==> src/rtl/muldiv_unit.sv <==
// Iterative MULT/MULTU/DIV/DIVU engine with HI/LO registers; WIDTH+1 cycle latency, Busy stalls issue, Start ignored while Busy.
// Define MULDIV_EARLY_TERM_EN to end multiplies once the remaining multiplier bits are zero.
module muldiv_unit #(
   parameter int WIDTH = 32
) (
   input  logic             Clk,
   input  logic             Reset,
   input  logic             Start,
   input  logic [1:0]       Op,
   input  logic [WIDTH-1:0] A,
   input  logic [WIDTH-1:0] B,
   input  logic             Flush,
   input  logic             MtHi,
   input  logic             MtLo,
   input  logic [WIDTH-1:0] MtData,
   output logic             Busy,
   output logic             Done,
   output logic             DivByZero,
   output logic [WIDTH-1:0] Hi,
   output logic [WIDTH-1:0] Lo
);

   localparam int CW = $clog2(WIDTH);

   typedef enum logic [1:0] {S_IDLE = 2'd0, S_ITER = 2'd1, S_FIX = 2'd2} state_t;

   state_t             state_q, state_d;
   logic [CW-1:0]      cnt_q, cnt_d;
   logic [1:0]         op_q, op_d;
   logic [WIDTH-1:0]   a_q, a_d, b_q, b_d;
   logic [WIDTH-1:0]   mplier_q, mplier_d;
   logic [WIDTH-1:0]   hi_q, hi_d, lo_q, lo_d;
   logic [2*WIDTH-1:0] acc_q, acc_d, mcand_q, mcand_d;
   logic               done_q, done_d, dbz_q, dbz_d;

   logic               in_signed, is_div, sign_a, sign_b, neg_res, last_iter;
   logic [WIDTH-1:0]   mag_a, mag_b;
   logic [WIDTH:0]     rem_sh, rem_diff;
   logic [2*WIDTH-1:0] prod_fix;
   logic [WIDTH-1:0]   quot_fix, rem_fix;

   assign in_signed = ~Op[0];
   assign mag_a     = (in_signed && A[WIDTH-1]) ? -A : A;
   assign mag_b     = (in_signed && B[WIDTH-1]) ? -B : B;

   assign is_div  = op_q[1];
   assign sign_a  = ~op_q[0] & a_q[WIDTH-1];
   assign sign_b  = ~op_q[0] & b_q[WIDTH-1];
   assign neg_res = sign_a ^ sign_b;

   // Divide keeps {remainder, dividend/quotient} in acc_q; a borrow out of bit WIDTH means restore.
   assign rem_sh   = {acc_q[2*WIDTH-1:WIDTH], acc_q[WIDTH-1]};
   assign rem_diff = rem_sh - {1'b0, mcand_q[WIDTH-1:0]};

   assign prod_fix = neg_res ? -acc_q : acc_q;
   assign quot_fix = neg_res ? -acc_q[WIDTH-1:0] : acc_q[WIDTH-1:0];
   assign rem_fix  = sign_a ? -acc_q[2*WIDTH-1:WIDTH] : acc_q[2*WIDTH-1:WIDTH];

`ifdef MULDIV_EARLY_TERM_EN
   assign last_iter = is_div ? (cnt_q == CW'(WIDTH-1)) : (mplier_q[WIDTH-1:1] == '0);
`else
   assign last_iter = (cnt_q == CW'(WIDTH-1));
`endif

   always_comb begin
      state_d  = state_q;
      cnt_d    = cnt_q;
      op_d     = op_q;
      a_d      = a_q;
      b_d      = b_q;
      acc_d    = acc_q;
      mcand_d  = mcand_q;
      mplier_d = mplier_q;
      hi_d     = hi_q;
      lo_d     = lo_q;
      done_d   = 1'b0;
      dbz_d    = 1'b0;
      case (state_q)
         S_IDLE: begin
            if (MtHi) hi_d = MtData;
            if (MtLo) lo_d = MtData;
            if (Start && !Flush) begin
               state_d  = S_ITER;
               cnt_d    = '0;
               op_d     = Op;
               a_d      = A;
               b_d      = B;
               acc_d    = Op[1] ? {{WIDTH{1'b0}}, mag_a} : '0;
               mcand_d  = Op[1] ? {{WIDTH{1'b0}}, mag_b} : {{WIDTH{1'b0}}, mag_a};
               mplier_d = mag_b;
            end
         end
         S_ITER: begin
            if (Flush) begin
               state_d = S_IDLE;
            end else begin
               if (is_div) begin
                  acc_d = rem_diff[WIDTH] ? {rem_sh[WIDTH-1:0], acc_q[WIDTH-2:0], 1'b0}
                                          : {rem_diff[WIDTH-1:0], acc_q[WIDTH-2:0], 1'b1};
               end else begin
                  if (mplier_q[0]) acc_d = acc_q + mcand_q;
                  mcand_d  = mcand_q << 1;
                  mplier_d = mplier_q >> 1;
               end
               cnt_d = cnt_q + CW'(1);
               if (last_iter) state_d = S_FIX;
            end
         end
         S_FIX: begin
            state_d = S_IDLE;
            if (!Flush) begin
               done_d = 1'b1;
               if (!is_div) begin
                  hi_d = prod_fix[2*WIDTH-1:WIDTH];
                  lo_d = prod_fix[WIDTH-1:0];
               end else if (b_q == '0) begin
                  hi_d  = a_q;
                  lo_d  = '1;
                  dbz_d = 1'b1;
               end else begin
                  hi_d = rem_fix;
                  lo_d = quot_fix;
               end
            end
         end
         default: state_d = S_IDLE;
      endcase
   end

   always_ff @(posedge Clk or negedge Reset) begin
      if (!Reset) begin
         state_q  <= S_IDLE;
         cnt_q    <= '0;
         op_q     <= '0;
         a_q      <= '0;
         b_q      <= '0;
         acc_q    <= '0;
         mcand_q  <= '0;
         mplier_q <= '0;
         hi_q     <= '0;
         lo_q     <= '0;
         done_q   <= 1'b0;
         dbz_q    <= 1'b0;
      end else begin
         state_q  <= state_d;
         cnt_q    <= cnt_d;
         op_q     <= op_d;
         a_q      <= a_d;
         b_q      <= b_d;
         acc_q    <= acc_d;
         mcand_q  <= mcand_d;
         mplier_q <= mplier_d;
         hi_q     <= hi_d;
         lo_q     <= lo_d;
         done_q   <= done_d;
         dbz_q    <= dbz_d;
      end
   end

   assign Busy      = (state_q != S_IDLE);
   assign Done      = done_q;
   assign DivByZero = dbz_q;
   assign Hi        = hi_q;
   assign Lo        = lo_q;

endmodule

==> config.mk <==
export PLATFORM = sky130hd
export DESIGN_NAME = muldiv_unit
export DESIGN_NICKNAME = d
export VERILOG_FILES = /design/src/rtl/muldiv_unit.sv
export SDC_FILE = /design/constraint.sdc
export NUM_CORES = 1
export LEC_CHECK = 0
export ABC_AREA = 1
export CAP_MARGIN = 10
export CELL_PAD_IN_SITES_DETAIL_PLACEMENT = 1
export CELL_PAD_IN_SITES_GLOBAL_PLACEMENT = 1
export CORE_ASPECT_RATIO = 1.5
export CORE_MARGIN = 2
export CORE_UTILIZATION = 38
export DETAILED_ROUTE_END_ITERATION = 7
export HOLD_SLACK_MARGIN = 0.05
export PLACE_DENSITY_LB_ADDON = 0.1
export REMOVE_ABC_BUFFERS = 1
export SLEW_MARGIN = 20
export SYNTH_ARGS = -nofsm -noshare
export SYNTH_HDL_FRONTEND = slang
export SYNTH_SLANG_ARGS = --single-unit
export TNS_END_PERCENT = 20
==> constraint.sdc <==
create_clock -name Clk -period 3.1 [get_ports Clk]
set_clock_uncertainty 0.1 [all_clocks]
set_input_delay 0.62 -clock Clk [delete_from_list [all_inputs] [get_ports Clk]]
set_output_delay 0.62 -clock Clk [all_outputs]
set_load 0.005 [all_outputs]
==> summary.md, run 1 <==
| Metric | Value |
|---|---|
| Unrepaired setup endpoints after global routing | `yes` |
| Max-Cap Viols | `0` |
| Top cells by area, synth | `dfrtp_1 (27%), nand2_1 (22%), inv_1 (10%)` |
| Yosys warns | `0` |
| Global-route wire length before repair | `between 200,000 and 250,000 µm` |
| Tot Pwr | `26.4 mW` |
| Post-synth EDFFs | `0` |
| Post-Synth Simple-Gate Area | `between 30% and 40%` |
| Gr usage total | `between 30 and 40%` |
| Syn_area_per_cell | `between 5 and 6 µm²` |
| Largest net degree at the start of global routing | `around 130` |
| Crit path time final | `roughly 3 ns` |
| Max-slew violations | `0` |
| Crit-path cells | `ha_1 -> fa_1 -> nand3_1 -> nand3_1 -> nand2_1 -> nand2_1 -> nand2_1 -> nand3b_1 -> nand2_1 -> nand2_1 -> nand2_1 -> nand3_1 -> nand3_1 -> nand2_1` |
| Share of layout cells above drive strength 1 | `7.32%` |
| Gpl congestion | `1.06` |
| Achievable clock frequency | `around 330 MHz` |
| Cell count after synthesis | `between 4,000 and 5,000` |
| Final ANT Viol Nets | `0` |
| Hold WC Path Type | `reg -> reg` |
| I/O pins | `171` |
| DRT Pass-1 Iters | `5` |
| Skew-Pair Late Insertion Delay | `0.60 ns` |
| Initial DRC Count | `~2,300` |
| Post-synth top cells | `nand2_1 (1,564), inv_1 (745), nor2_1 (438)` |
| Share of the synthesized area in the top cell type | `between 20% and 30%` |
| Yosys cell types | `48` |
| Pre-CTS WS | `-0.0389 ns` |
| Total CTS buffers | `37` |
| Net count, final | `5,110` |
| Chip width | `around 220 µm` |
| Tcrit/Tclk final | `between 90% and 100%` |
| # clock sinks | `~300` |
| Yosys top cell by area | `dfrtp_1` |
| CP Launch Type | `flop` |
| H-tree levels | `2` |
| Drt total wl | `140,000 µm` |
| Worst EP arrival | `3.35 ns` |
| Post-CTS Setup Bufs | `0` |
| Layout Utilization | `between 40% and 50%` |
| Area Growth Syn to Fin | `20.3%` |
| Worst path max stage delay | `0.43 ns` |
| Register bit total from synthesis | `299` |
| Vias in the first global route | `~33,000` |
| Multiplexer share of the synthesized area | `0%` |
| Top-count cell post-synth | `nand2_1` |
| Worst-path clk slew | `0.07 ns` |
| Global route overflow | `0` |
| Clock Tree Buf Depth | `3` |
| Mapped Area | `between 20,000 and 30,000 µm²` |
| Power Dens Cells | `between 800 and 900 nW/µm²` |
| Placeable Area | `approximately 71,000 µm²` |
| Worst slew pin tran | `about 0.95 ns` |
| Worst Setup Path Type | `reg -> reg` |
| Headroom to the max-slew limit | `between 30% and 40%` |
| Main synth FF type | `dfrtp_1` |
| TNS Setup | `0 ns` |
| Final Hold Viols | `0` |
| Clock root cell | `clkbuf_16` |
| Design Area, Final | `32,800 µm²` |
| Die Footprint | `around 74,000 µm²` |
| Die height | `around 330 µm` |
| Rows | `120` |
| DP Area | `~31,000 µm²` |
| Async SR Flop Fraction | `between 90% and 100%` |
| Setup ws final | `around 0.096 ns` |
| Leakage | `roughly 17 nW` |
| Residual DRC | `0` |
| Largest family of logic cells by synthesized area | `simple AND/OR/NAND/NOR gates` |
| Starting density of the core | `38.3%` |
| Status | `finished clean` |
| Vias per std cell | `between 5 and 6` |
| Sequential cell area fraction in the yosys report | `about 27%` |
| Slowest stage cell, crit path | `dfrtp_1` |
| CTS tree | `yes` |
| Peak VDD IR | `roughly 350 µV` |
| CP max FO | `4` |
| Synth Area in XOR/XNOR | `~3.9%` |
| Post-synthesis adder-cell area fraction | `under 10%` |
| Drt wl/cell | `between 20 and 25 µm` |
| DP Wirelength | `115,000 µm` |
| Port Buf Inserts | `170` |
| Worst Setup End Kind | `flop` |
| Initial antenna violation count | `3` |
| Most frequent CP cell | `nand2_1` |
| Routed vias | `about 32,000` |
| CP Data Required Time | `between 3 and 4 ns` |
| Synth Area in Compound Gates | `between 10% and 20%` |
| # setup viols final | `0` |
-- routing by layer --
metal | GRT usage, % | part of all wire (%) | up-vias
met5 | 0 | 0.021 | -
met4 | 28.5 | 9.2 | 4
met3 | 4.34 | 4.8 | 380
met2 | 65.6 | 49 | 941
met1 | 41.5 | 37 | 15400
li1 | - | - | 15100
-- stage by stage --
step | std cells | hold slack (ns)
2_1_floorplan | 4463 | 0.224
5_1_grt | 5846 | 0.405
6_report | 5847 | 0.382
3_5_place_dp | 5778 | 0.370
3_3_place_gp | 5778 | 0.363
4_1_cts | 5845 | 0.387
-- layout make-up --
class	instances	area (µm²)
multi-input cells	3407	16300
flip-flops and latches	299	7490
clock buffers	52	1070
fillers	9836	38400
inverters	757	2840
repair buffers	401	3660
well taps	915	1140
clock inverters	14	241
diodes	2	5.00
-- flip-flops by register name, summed over array words and instances, names as in the netlist --
signal	count
b_q	32
mcand_q	64
cnt_q	5
Hi	32
Done	1
state_q	2
mplier_q	32
acc_q	64
op_q	2
DivByZero	1
Lo	32
a_q	32
-- cell families after synthesis --
kind of cell    Yosys count
simple gates           2511
buf+inv                 900
compound gates          673
flops                   299
xor+xnor                120
fa+ha+maj               103
-- power by group --
group	internal, mW	switching [mW]	total (mW)
registers	4.76	1.13	5.88
logic	5.16	10.6	15.7
clock network	2.85	1.98	4.83
-- final timing paths --
check | from | to | slack (ns) | cells after the start
worst max-delay path | mcand_q[0] | acc_q[54] | 0.1 | 14
worst min-delay path | mplier_q[18] | mplier_q[18] | 0.38 | 2
worst max register to register | mcand_q[0] | acc_q[54] | 0.1 | 14
worst min register to register | mplier_q[18] | mplier_q[18] | 0.38 | 2
max in group asynchronous | Reset | b_q[18] | 1.59 | 3
min in group asynchronous | Reset | Lo[28] | 0.46 | 2
-- critical path, delay by kind of cell, from the launching register on --
kind	cells	cell delay, ns
adders and majority gates	2	0.65
DFF	1	0.43
and+or+nand+nor	12	1.68
-- cells in the final DEF, fill, tap and decap left out, types with 4 or more instances in the layout --
cell type | netlist | routed
a21boi_1 | 7 | 7
ha_1 | 101 | 100
buf_12 | 0 | 17
buf_4 | 10 | 213
and2_1 | 6 | 6
nor2_1 | 438 | 433
nand3_1 | 365 | 364
nand2_2 | 10 | 12
nor2_4 | 7 | 9
bufinv_16 | 0 | 5
clkbuf_1 | 83 | 6
inv_1 | 745 | 745
or2_2 | 4 | 4
nand3b_1 | 10 | 10
clkdlybuf4s50_1 | 0 | 169
o211ai_1 | 15 | 15
a22oi_1 | 38 | 38
a21oi_1 | 272 | 272
nand4_1 | 43 | 43
xor2_1 | 104 | 104
nor2_2 | 11 | 14
dfrtp_1 | 299 | 295
inv_2 | 11 | 12
xnor2_1 | 15 | 15
nor4_1 | 5 | 5
clkinvlp_4 | 0 | 4
o21ai_0 | 259 | 258
dfrtp_2 | 0 | 4
clkbuf_16 | 0 | 37
o21bai_1 | 9 | 9
o21ai_2 | 5 | 5
nand2_1 | 1564 | 1561
nor3_1 | 42 | 42
o21ai_1 | 16 | 16
clkbuf_8 | 0 | 9
o22ai_1 | 39 | 39
-- repair_timing --
action                                 4_1_cts  5_1_grt
setup endpoints to repair                    0       16
endpoints found under the hold margin       48        0
hold buffers                                 1        0
gates resized for setup                      0       11
(Power assumes the default switching activity.)
==> run 2: changes to the inputs <==
--- a/config.mk
+++ b/config.mk
@@ -14,7 +14,7 @@
 export CORE_UTILIZATION = 38
 export DETAILED_ROUTE_END_ITERATION = 7
 export HOLD_SLACK_MARGIN = 0.05
-export PLACE_DENSITY_LB_ADDON = 0.1
+export PLACE_DENSITY = 0.83
 export REMOVE_ABC_BUFFERS = 1
 export SLEW_MARGIN = 20
 export SYNTH_ARGS = -nofsm -noshare
==> constraint.sdc (replaced) <==
create_clock -name Clk -period 3 [get_ports Clk]
set_clock_uncertainty 0.1 [all_clocks]
set_input_delay 0.6 -clock Clk [delete_from_list [all_inputs] [get_ports Clk]]
set_output_delay 0.6 -clock Clk [all_outputs]
set_load 0.005 [all_outputs]
==> summary.md, run 2 (synthesis results as in run 1) <==
| Metric | Value |
|---|---|
| Slowest stage cell, crit path | `fa_2 (was dfrtp_1)` |
| Die height | `332 µm (unchanged)` |
| Max-slew violations | `0 (unchanged)` |
| Clock root cell | `clkbuf_16 (unchanged)` |
| I/O pins | `171 (unchanged)` |
| TNS Setup | `0 ns (unchanged)` |
| HP Start | `mplier_q[23] (was mplier_q[18])` |
| Vias in the first global route | `33,400 (was 32,800)` |
| Initial DRC Count | `2,447 (was 2,292)` |
| Residual DRC | `0 (unchanged)` |
| Final Hold Viols | `0 (unchanged)` |
| Worst Hold Endpoint | `mplier_q[23] (was mplier_q[18])` |
| DRT Pass-1 Iters | `6 (was 5)` |
| Headroom to the max-slew limit | `45.7% (was 36.4%)` |
| Starting density of the core | `38.3% (unchanged)` |
| Combinational cell fraction of total power | `59.3% (was 59.5%)` |
| Clock Tree Buf Depth | `3 (unchanged)` |
| Layout Utilization | `45.9% (was 46.1%)` |
| Die Footprint | `74,000 µm² (unchanged)` |
| Rows | `120 (unchanged)` |
| Hold WC Path Type | `reg -> reg (unchanged)` |
| # fillers | `9,882 (was 9,836)` |
| Top flop regs | `acc_q (64), mcand_q (64) (unchanged)` |
| Internal power | `12.9 mW (was 12.8 mW)` |
| Worst R2R Start | `acc_q[31] (was mcand_q[0])` |
| Hold Path Depth | `2 (unchanged)` |
| CP Data Required Time | `3.40 ns (was 3.44 ns)` |
| Crit-path cells | `inv_1 -> ha_1 -> fa_2 -> inv_1 -> nand2_1 -> nand2_1 -> nand3_1 -> nand2_2 -> nand2_1 -> nand2_2 -> nand2_2 -> nand2_2 -> nand2_2 -> nand2_4 -> buf_12 -> buf_4 -> nand2_1 -> nand3_1 -> nand3_1 -> nand2_1 (was ha_1 -> fa_1 -> nand3_1 -> nand3_1 -> nand2_1 -> nand2_1 -> nand2_1 -> nand3b_1 -> nand2_1 -> nand2_1 -> nand2_1 -> nand3_1 -> nand3_1 -> nand2_1)` |
| Worst slew pin tran | `0.806 ns (was 0.954 ns)` |
| Total CTS buffers | `36 (was 37)` |
| Routed vias | `32,100 (was 31,800)` |
| Global-route wire length before repair | `204,000 µm (was 206,000 µm)` |
| Global route overflow | `0 (unchanged)` |
| Design Area, Final | `32,700 µm² (was 32,800 µm²)` |
| DP Wirelength | `112,000 µm (was 115,000 µm)` |
| Share of layout cells above drive strength 1 | `7.35% (was 7.32%)` |
| Drt total wl | `136,000 µm (was 140,000 µm)` |
| Drt wl/cell | `23.4 µm (was 23.9 µm)` |
| Skew-Pair Late Insertion Delay | `0.59 ns (was 0.60 ns)` |
| Worst EP arrival | `3.31 ns (was 3.35 ns)` |
| Vias per std cell | `5.52 (was 5.43)` |
| Most frequent cells in the layout | `nand2_1 (1,559), inv_1 (745), nor2_1 (430) (was nand2_1 (1,561), inv_1 (745), nor2_1 (433))` |
| Sw frac | `52.1% (was 51.7%)` |
| Clock group share of total power | `18.1% (was 18.3%)` |
| Achievable clock frequency | `344 MHz (was 333 MHz)` |
| DP Area | `31,300 µm² (was 31,400 µm²)` |
| Net count, final | `5,093 (was 5,110)` |
| Worst Setup End Kind | `flop (unchanged)` |
| R2R depth | `20 (was 14)` |
| Worst path max stage delay | `0.41 ns (was 0.43 ns)` |
| Sw Pwr | `14.1 mW (was 13.7 mW)` |
| CP Launch Type | `flop (unchanged)` |
| Leakage | `17.2 nW (was 17.3 nW)` |
| Gpl congestion | `1.06 (about the same)` |
| Unrepaired setup endpoints after global routing | `yes (unchanged)` |
| Chip width | `223 µm (unchanged)` |
| Seq pwr share | `22.6% (was 22.3%)` |
| Gr usage total | `36.5% (was 37.5%)` |
| Peak VDD IR | `486 µV (was 350 µV)` |
| Crit path time final | `2.91 ns (was 3.00 ns)` |
| # clock sinks | `299 (unchanged)` |
| Port Buf Inserts | `170 (unchanged)` |
| Placeable Area | `71,200 µm² (unchanged)` |
| Initial antenna violation count | `4 (was 3)` |
| FF-to-FF setup slack | `0.09 ns (was 0.1 ns)` |
| Area Growth Syn to Fin | `19.9% (was 20.3%)` |
| Min Hold Slack | `0.383 ns (was 0.382 ns)` |
| Worst-path clk slew | `0.07 ns (about the same)` |
| Largest net degree at the start of global routing | `128 (was 127)` |
| CTS tree | `yes (unchanged)` |
| CP max FO | `16 (was 4)` |
| Power Dens Cells | `825 nW/µm² (was 806 nW/µm²)` |
| Post-CTS Setup Bufs | `0 (unchanged)` |
| Tcrit/Tclk final | `96.9% (about the same)` |
| Worst Setup Path Type | `reg -> reg (unchanged)` |
| # setup viols final | `0 (unchanged)` |
| Most common cell after layout, fill and taps aside | `nand2_1 (unchanged)` |
| Status | `finished clean (unchanged)` |
| R2R Path End | `acc_q[39] (was acc_q[54])` |
| Final ANT Viol Nets | `0 (unchanged)` |
| Max-Cap Viols | `0 (unchanged)` |
| H-tree levels | `2 (unchanged)` |
==> run 2: area by class of cell <==
class	instances	area, µm²	share of cell area, %
antenna	1	2.50	0.00765
clock buffer	47	1010	3.10
clock inverter	16	249	0.761
inverter	757	2840	8.69
multi-input combinational	3407	16400	50.2
sequential	299	7490	22.9
tap	915	1140	3.50
timing repair buffer	385	3560	10.9
==> run 2: per-stage QoR <==
step           setup slack, ns  std cells  power [mW]
6_report                0.0928       5827        27.0
5_1_grt                -0.0139       5827        28.5
4_1_cts                 0.0406       5826        26.6
3_5_place_dp           -0.0596       5762        21.6
3_3_place_gp           -0.0618       5762        21.3
2_1_floorplan            -4.81       4463        14.7
==> run 2: layer usage <==
metal | GRT usage (%) | up-vias | wire, µm
met4 | 33.9 | 2 | 15400
li1 | - | 15000 | -
met3 | 4.80 | 488 | 6710
met1 | 40.3 | 15600 | 50600
met5 | 0 | - | 13
met2 | 60.5 | 1037 | 63700
==> run 2: worst max path at each step <==
| stage | end | cells past startpoint | slack (ns) | startpoint |
|---|---|---|---|---|
| 2_1_floorplan | mcand_q[1] | 6 | -4.81 | op_q[1] |
| 3_3_place_gp | mcand_q[16] | 11 | -0.06 | B[11] |
| 3_5_place_dp | mcand_q[16] | 11 | -0.06 | B[11] |
| 4_1_cts | acc_q[58] | 12 | 0.04 | mcand_q[25] |
| 5_1_grt | acc_q[39] | 20 | -0.01 | acc_q[31] |
| 6_report | acc_q[39] | 20 | 0.09 | acc_q[31] |
==> run 2: critical path: cells and delay by family (launching register included) <==
family / cells / cell delay (ns)
adder cells (fa/ha/maj): 2 / 0.64
buffers and inverters: 4 / 0.49
flip-flops: 1 / 0.37
AND/OR/NAND/NOR: 14 / 1.23
==> run 2: power by group through the flow <==
stage / clock network, mW / logic [mW] / registers, mW
after floorplan: 0 / 9.00 / 5.67
after global placement: 0 / 15.2 / 6.08
after detailed placement: 0 / 15.5 / 6.12
after CTS: 4.93 / 15.6 / 6.06
after global routing: 5.06 / 17.3 / 6.15
final: 4.88 / 16.0 / 6.11
==> run 2: timing repair <==
item / 4_1_cts / 5_1_grt
endpoints found under the hold margin: 53 / 0
gates resized for setup: 0 / 27
hold buffers: 1 / 0
endpoints found under the setup margin: 0 / 34
